File: config.mk
export PLATFORM = sky130hd
export DESIGN_NAME = onehot_state_monitor
export DESIGN_NICKNAME = d
export VERILOG_FILES = /design/src/rtl/vending_state_pkg.sv /design/src/rtl/onehot_to_bin.sv /design/src/rtl/onehot_state_monitor.sv
export SDC_FILE = /design/constraint.sdc
export NUM_CORES = 1
export LEC_CHECK = 0
export CORE_AREA = 4 4 48 50
export DETAILED_ROUTE_END_ITERATION = 8
export DIE_AREA = 0 0 52 54
export PLACE_DENSITY = 0.79
export SKIP_LAST_GASP = 1
export SYNTH_ARGS = -nofsm -noshare
export SYNTH_HDL_FRONTEND = slang
export SYNTH_SLANG_ARGS = --single-unit
File: constraint.sdc
create_clock -name clk -period 3.8 [get_ports clk]
set_clock_uncertainty 0.2 [all_clocks]
set_input_delay 0.76 -clock clk [delete_from_list [all_inputs] [get_ports clk]]
set_output_delay 0.76 -clock clk [all_outputs]
set_load 0.01 [all_outputs]
File: src/rtl/vending_state_pkg.sv
// Shared vending state codes and monitor FSM encodings.
// One-hot codes, binary indices and a successor helper.
package vending_state_pkg;

  localparam logic [3:0] OH_IDLE     = 4'b0001;
  localparam logic [3:0] OH_COIN     = 4'b0010;
  localparam logic [3:0] OH_SELECT   = 4'b0100;
  localparam logic [3:0] OH_DISPENSE = 4'b1000;

  localparam logic [1:0] IDX_IDLE     = 2'd0;
  localparam logic [1:0] IDX_COIN     = 2'd1;
  localparam logic [1:0] IDX_SELECT   = 2'd2;
  localparam logic [1:0] IDX_DISPENSE = 2'd3;

  typedef enum logic [1:0] {
    MON_SYNC  = 2'd0,
    MON_TRACK = 2'd1,
    MON_FAULT = 2'd2
  } mon_state_e;

  function automatic logic [1:0] next_idx(input logic [1:0] idx);
    return idx + 2'd1;
  endfunction

endpackage

File: src/rtl/onehot_to_bin.sv
// One-hot legality check and index extraction.
// valid_o is high only when exactly one bit is set.
module onehot_to_bin
  import vending_state_pkg::*;
(
  input  logic [3:0] code_i,
  output logic [1:0] idx_o,
  output logic       valid_o
);

  // decode legal one-hot codes, flag everything else
  always_comb begin
    idx_o   = IDX_IDLE;
    valid_o = 1'b0;
    case (code_i)
      OH_IDLE: begin
        idx_o   = IDX_IDLE;
        valid_o = 1'b1;
      end
      OH_COIN: begin
        idx_o   = IDX_COIN;
        valid_o = 1'b1;
      end
      OH_SELECT: begin
        idx_o   = IDX_SELECT;
        valid_o = 1'b1;
      end
      OH_DISPENSE: begin
        idx_o   = IDX_DISPENSE;
        valid_o = 1'b1;
      end
      default: begin
        idx_o   = IDX_IDLE;
        valid_o = 1'b0;
      end
    endcase
  end

endmodule

File: src/rtl/onehot_state_monitor.sv
// Tracks a one-hot vending state stream and flags
// illegal codes and transitions; all outputs registered.
module onehot_state_monitor
  import vending_state_pkg::*;
#(
  parameter int ERR_CNT_W = 8
) (
  input  logic                 clk,
  input  logic                 rst,
  input  logic                 in_valid,
  input  logic [3:0]           onehot_in,
  input  logic                 clr_err,
  output logic [1:0]           state_binary,
  output logic                 sync_ok,
  output logic                 code_err,
  output logic                 trans_err,
  output logic                 err_sticky,
  output logic [ERR_CNT_W-1:0] err_count
);

  localparam logic [ERR_CNT_W-1:0] CNT_MAX = '1;
  localparam logic [ERR_CNT_W-1:0] CNT_ONE =
    {{(ERR_CNT_W-1){1'b0}}, 1'b1};

  mon_state_e           mon_q, mon_d;
  logic [1:0]           bin_q, bin_d;
  logic                 sync_q, sync_d;
  logic                 cerr_q, cerr_d;
  logic                 terr_q, terr_d;
  logic                 sticky_q, sticky_d;
  logic [ERR_CNT_W-1:0] cnt_q, cnt_d;

  logic [1:0] idx;
  logic       oh_ok;
  logic       is_idle;
  logic       legal_step;
  logic       err;

  onehot_to_bin u_dec (
    .code_i  (onehot_in),
    .idx_o   (idx),
    .valid_o (oh_ok)
  );

  assign is_idle = (onehot_in == OH_IDLE);

  assign legal_step = (idx == bin_q) ||
                      (idx == next_idx(bin_q)) ||
                      (idx == IDX_IDLE);

  // monitor FSM next state and error pulses
  always_comb begin
    mon_d  = mon_q;
    bin_d  = bin_q;
    cerr_d = 1'b0;
    terr_d = 1'b0;
    if (in_valid) begin
      unique case (mon_q)
        MON_SYNC, MON_FAULT: begin
          if (is_idle) begin
            mon_d = MON_TRACK;
            bin_d = IDX_IDLE;
          end
        end
        MON_TRACK: begin
          if (!oh_ok) begin
            cerr_d = 1'b1;
            mon_d  = MON_FAULT;
          end else if (legal_step) begin
            bin_d = idx;
          end else begin
            terr_d = 1'b1;
            mon_d  = MON_FAULT;
          end
        end
        default: begin
          mon_d = MON_SYNC;
          bin_d = IDX_IDLE;
        end
      endcase
    end
  end

  assign err    = cerr_d | terr_d;
  assign sync_d = (mon_d == MON_TRACK);

  // sticky flag and saturating counter; error beats clear
  always_comb begin
    sticky_d = sticky_q | err;
    cnt_d    = cnt_q;
    if (err && (cnt_q != CNT_MAX)) cnt_d = cnt_q + CNT_ONE;
    if (clr_err) begin
      sticky_d = err;
      cnt_d    = err ? CNT_ONE : '0;
    end
  end

  // state and output registers
  always_ff @(posedge clk or negedge rst) begin
    if (!rst) begin
      mon_q    <= MON_SYNC;
      bin_q    <= IDX_IDLE;
      sync_q   <= 1'b0;
      cerr_q   <= 1'b0;
      terr_q   <= 1'b0;
      sticky_q <= 1'b0;
      cnt_q    <= '0;
    end else begin
      mon_q    <= mon_d;
      bin_q    <= bin_d;
      sync_q   <= sync_d;
      cerr_q   <= cerr_d;
      terr_q   <= terr_d;
      sticky_q <= sticky_d;
      cnt_q    <= cnt_d;
    end
  end

  assign state_binary = bin_q;
  assign sync_ok      = sync_q;
  assign code_err     = cerr_q;
  assign trans_err    = terr_q;
  assign err_sticky   = sticky_q;
  assign err_count    = cnt_q;

endmodule

==> results.tsv, run 1 <==
metric	value	unit
Final Util	63.4	%
CTS max path bufs	2	
setup ws final	0.898	ns
ratio of final minimum period to clock period	76.4	%
top_reg_cell synth	dfrtp_1	
area of the multi-input gates	507	sq um
Total Wirelength	2100	um
CP required	3.78	ns
Critical Path Max Stage Delay	0.54	ns
GRT busiest layer	met2	
most frequent cells in the layout	clkdlybuf4s50_1, dfrtp_1, nor2_1	
Yosys top cell area share	43.2	%
GR met1 Demand/Resource	22.1	%
IO buf count	21	
PwrDens	389	mW/mm^2
layout cell share with drive strength beyond 1	8.40	%
clk_lat worst skew	0.29	ns
# DRC	0	
WL per Instance	14.4	um
met2 Resource Use GR	30.1	%
outcome	completed	
worst-path cell chain	clkdlybuf4s50_1 > nor2b_1 > a22o_4 > a2111oi_4 > and4bb_2 > mux2_2	
Post-CTS Hold Fix Bufs	0	
Post-Synthesis Cells	94	
Root Driver	clkbuf_4	
final setup fails	0	
Worst setup EP type	flip-flop	
most common cell after layout, fill and taps aside	clkdlybuf4s50_1	
Post-synth ARST share	100	%
TritonRoute pass-1 iters	4	
largest net degree at the start of global routing	17	
Die W	52	um
ant diodes	0	
fillers	161	
ANT nets after route	0	
H-tree Lvls	1	
Synth Net Count	103	
post-synth cell types	41	
Final Critical Period	2.90	ns
FMAX	345	MHz
critical path peak fanout	7	
clock-pin slew on the worst setup and hold paths	0.10	ns
number of synthesized flops with an enable pin	0	
crit path buf inv count	1	
leakage power	0.504	nW
Die H	54	um
Synthesis Warnings	0	
first-pass GRT wire length	3670	um
Seq. cell area	400	sq um
initial antenna violation count	0	
# rows	16	
core area	0.00190	sq mm
Worst-Margin Slew	0.722	ns
maximum capacitance violations	0	
Post-Place Worst Slack	0.591	ns
Initial Util	48.7	%
CTS tree	yes	
maximum vdd drop	0.000313	V
synthesized cell area	926	sq um
DR vias	832	
GR met3 Demand/Resource	3.32	%
HPWL Detailed	1520	um
vias per cell	5.70	
Slew headroom	51.7	%
postcts setup bufs	0	
Area Growth Syn to Fin	30.3	%
Worst path slowest cell	a2111oi_4	
post-CTS sizing	0	
Slew Limit Fails	0	
cts bufs inserted	3	
RSZ-0062 raised after global routing	no	
Setup TNS Final	0	ns
Worst EP arrival	2.88	ns
Total GRT Usage	17.7	%
die area	0.00281	sq mm
Nets	129	
#FFs+latches synth	16	
Overflow after GRT	0	
hold crit path type	reg2reg	
area leader, netlist	dfrtp_1	
# IOs	22	
CP startpoint kind	primary input	
Synth Area per Inst	9.85	sq um
top cells by area, synth	dfrtp_1, nor2_1, a2111oi_4	
delay-heaviest family, CP	compound AO/OA/AOI/OAI gates	
Seq/Total Area, Yosys	43.2	%
First DRT Iteration DRCs	22	
vias in the first global route	807	
CP Class	in2reg	
clock tree sinks	16	
Hold Vio Cnt, Final	0	
Final Wtd Congestion	0.828	
state kept, by name, indices dropped and copies added, names as in the netlist:
register / cells
mon_q: 2
err_count: 8
sync_ok: 1
state_binary: 2
err_sticky: 1
code_err: 1
trans_err: 1
routing by layer:
layer | vias to the layer above | routed length (um) | part of all wire [%]
met5 | - | 0 | 0
met4 | 0 | 21 | 1.0
met3 | 4 | 116 | 5.5
met2 | 26 | 1020 | 49
met1 | 396 | 934 | 45
li1 | 406 | - | -
path summary, 6_finish.rpt:
kind                                end  depth (start not counted)  slack (ns)             from
max                        err_count[3]                          6        0.90     onehot_in[3]
min                          err_sticky                          1        0.30       err_sticky
max reg2reg                err_count[3]                          5        1.41  state_binary[1]
min reg2reg                  err_sticky                          1        0.30       err_sticky
max in group asynchronous  err_count[3]                          1        2.25              rst
min in group asynchronous       sync_ok                          1        0.69              rst
report_power, final:
group | total (W) | leakage [nW] | switching, W | internal [W]
Clock | 0.000114 | 0.0210 | 0.0000560 | 0.0000584
Combinational | 0.000138 | 0.264 | 0.0000669 | 0.0000712
Sequential | 0.000217 | 0.219 | 0.0000209 | 0.000196
synthesized netlist by cell type, drive strengths merged, types with 2 or more instances:
master / instances
dfrtp: 16
nor2: 8
nand2: 7
a21oi: 5
inv: 5
nor2b: 5
o21ai: 4
nor4: 3
a211oi: 2
a21o: 2
a311oi: 2
a31oi: 2
mux2: 2
nand2b: 2
nand3: 2
nor3: 2
or3: 2
xor2: 2
worst reg2reg max path, cell delays in order (launching register included):
cell       delay, ns
dfrtp_1         0.45
xor2_1          0.19
a22o_4          0.28
a2111oi_4       0.54
and4bb_2        0.30
mux2_2          0.32
final cells by class:
class	instances	share of cell area, %
well taps	27	2.80
multi-input cells	73	42.0
inverters	5	1.56
clock buffers	4	3.01
flip-flops and latches	16	33.2
repair buffers	21	17.4
per-stage QoR:
step                      instance area (sq um)  total power [W]  cells  hold WS [ns]
after floorplan                             926         0.000292     94         0.264
after global placement                     1170         0.000352    142         0.276
after detailed placement                   1170         0.000358    142         0.282
after CTS                                  1210         0.000472    146         0.310
after global routing                       1210         0.000496    146         0.336
final                                      1210         0.000469    146         0.301
cell families (layout without fill, tap and decap cells):
group	Yosys count	after routing	synth area share (%)
muxes	3	3	3.51
DFF	16	16	43.2
AOI/OAI and AO/OA	27	27	23.5
adders and majority gates	1	1	1.35
buffers and inverters	5	30	2.03
and+or+nand+nor	40	40	24.5
xor gates and xnor gates	2	2	1.89
No activity file was read; power rests on OpenSTA's default activity.
==> run 2, diff against run 1 <==
Settings changed: CORE_AREA 4 4 48 50 to 4 4 52 54, DIE_AREA 0 0 52 54 to 0 0 56 58, PLACE_DENSITY 0.79 to 0.71.
Clock period 3.8 ns to 2.3 ns, I/O delays scaled along.
==> results.tsv, run 2 (synthesis gave the netlist of run 1 again) <==
metric	value	unit
outcome	completed	
Initial Util	41.9	%
CP required	2.32	ns
Total Wirelength	2410	um
Total GRT Usage	15.7	%
# rows	17	
Area Growth Syn to Fin	50.7	%
placed cell areas	0.00133	sq mm
IO buf count	21	
TritonRoute pass-1 iters	4	
maximum capacitance violations	0	
crit path buf inv count	0	
largest net degree at the start of global routing	10	
# DRC	0	
ratio of final minimum period to clock period	96.7	%
Worst path slowest cell	or4b_4	
FMAX	449	MHz
Reg2Reg Depth	5	
Root Driver	clkbuf_4	
CP Class	reg2reg	
cell area after layout	0.00140	sq mm
fillers	191	
H-tree Lvls	1	
PwrDens	598	mW/mm^2
delay-heaviest family, CP	compound AO/OA/AOI/OAI gates	
most common cell after layout, fill and taps aside	buf_4	
Largest register FFs	8	
Overflow after GRT	0	
clk_lat worst skew	0.29	ns
reg2reg setup slack	0.08	ns
vias per cell	5.43	
critical path peak fanout	5	
CTS tree	yes	
clock tree sinks	16	
RSZ-0062 raised after global routing	no	
layout cell share with drive strength beyond 1	27.7	%
FF-to-FF Start	state_binary[0]	
maximum vdd drop	0.000382	V
CP startpoint kind	flip-flop	
DR vias	918	
CTS max path bufs	2	
worst-path cell chain	xor2_1 > a22o_4 > a2111oi_4 > or4b_4 > a21oi_1	
Final Critical Period	2.22	ns
HPWL Detailed	1840	um
final setup fails	0	
Critical Path Max Stage Delay	0.50	ns
Worst R2R End	err_count[2]	
core area	0.00221	sq mm
clock-pin slew on the worst setup and hold paths	0.10	ns
Slew Limit Fails	0	
Nets	151	
most frequent cells in the layout	buf_4, clkdlybuf4s50_1, dfrtp_1	
first-pass GRT wire length	4080	um
WL per Instance	14.3	um
First DRT Iteration DRCs	11	
leakage power	0.629	nW
ANT nets after route	0	
Die W	56	um
Slew headroom	69.9	%
Hold Vio Cnt, Final	0	
cts bufs inserted	3	
Final Wtd Congestion	0.898	
initial antenna violation count	0	
Die H	58	um
hold crit path type	in2async	
die area	0.00325	sq mm
# IOs	22	
Worst EP arrival	2.24	ns
hold_ws	0.277	ns
ant diodes	0	
Worst setup EP type	flip-flop	
vias in the first global route	920	
Worst-Margin Slew	0.451	ns
-- run 2: cell count changes in the layout (fill, tap and decap cells not counted), sizes merged --
cell / change
clkbuf: +1
buf: +22
clkdlybuf4s50: -4
dlymetal6s2s: +1
dlygate4sd2: +2
-- run 2: where the power goes --
part	total, W	switching, W	internal, W
registers	0.000351	0.0000276	0.000324
logic	0.000295	0.000133	0.000162
clock network	0.000188	0.0000915	0.0000964
total	0.000834	0.000252	0.000582
-- run 2: layout make-up --
cell class              instances  area, sq um  area share, %
clock buffers                   4         36.3           2.60
inverters                       5         18.8           1.35
multi-input cells              73          534           38.3
flip-flops and latches         16          400           28.7
well taps                      28         35.0           2.51
repair buffers                 43          370           26.5
-- run 2: worst max-delay path by stage --
stage,start,to,slack [ns],cells past startpoint
after global routing,state_binary[0],err_count[2],0.009,5
final,state_binary[0],err_count[2],0.08,5
after CTS,onehot_in[0],err_count[3],0.04,6
after global placement,onehot_in[3],err_count[3],-0.40,6
after detailed placement,onehot_in[3],err_count[3],-0.44,6
after floorplan,state_binary[1],err_count[3],0.06,5
-- run 2: layer usage --
metal / track usage (%) / vias to the layer above / wire (um)
met5: 0 / - / 0
met4: 6.10 / 0 / 27
met3: 2.45 / 4 / 131
li1: - / 446 / -
met2: 28.5 / 34 / 1230
met1: 18.4 / 434 / 1020
-- run 2: what timing repair did --
action / CTS / global route
pin swaps: 3 / 2
endpoints found under the setup margin: 9 / 4
buffers inserted: 0 / 1
gates resized for setup: 8 / 5
hold buffers: 0 / 0
cloned: 0 / 0
-- run 2: metrics by stage --
| step | worst slack, ns | TNS, ns | util (%) | power, W | std cells |
|---|---|---|---|---|---|
| after floorplan | 0.0562 | 0 | - | 0.000483 | 94 |
| after global placement | -0.405 | -3.90 | 60.1 | 0.000637 | 164 |
| after detailed placement | -0.445 | -4.40 | 60.1 | 0.000646 | 164 |
| after CTS | 0.0424 | 0 | 62.4 | 0.000838 | 168 |
| after global routing | 0.00947 | 0 | 63.1 | 0.000887 | 169 |
| final | 0.0751 | 0 | 63.1 | 0.000834 | 169 |
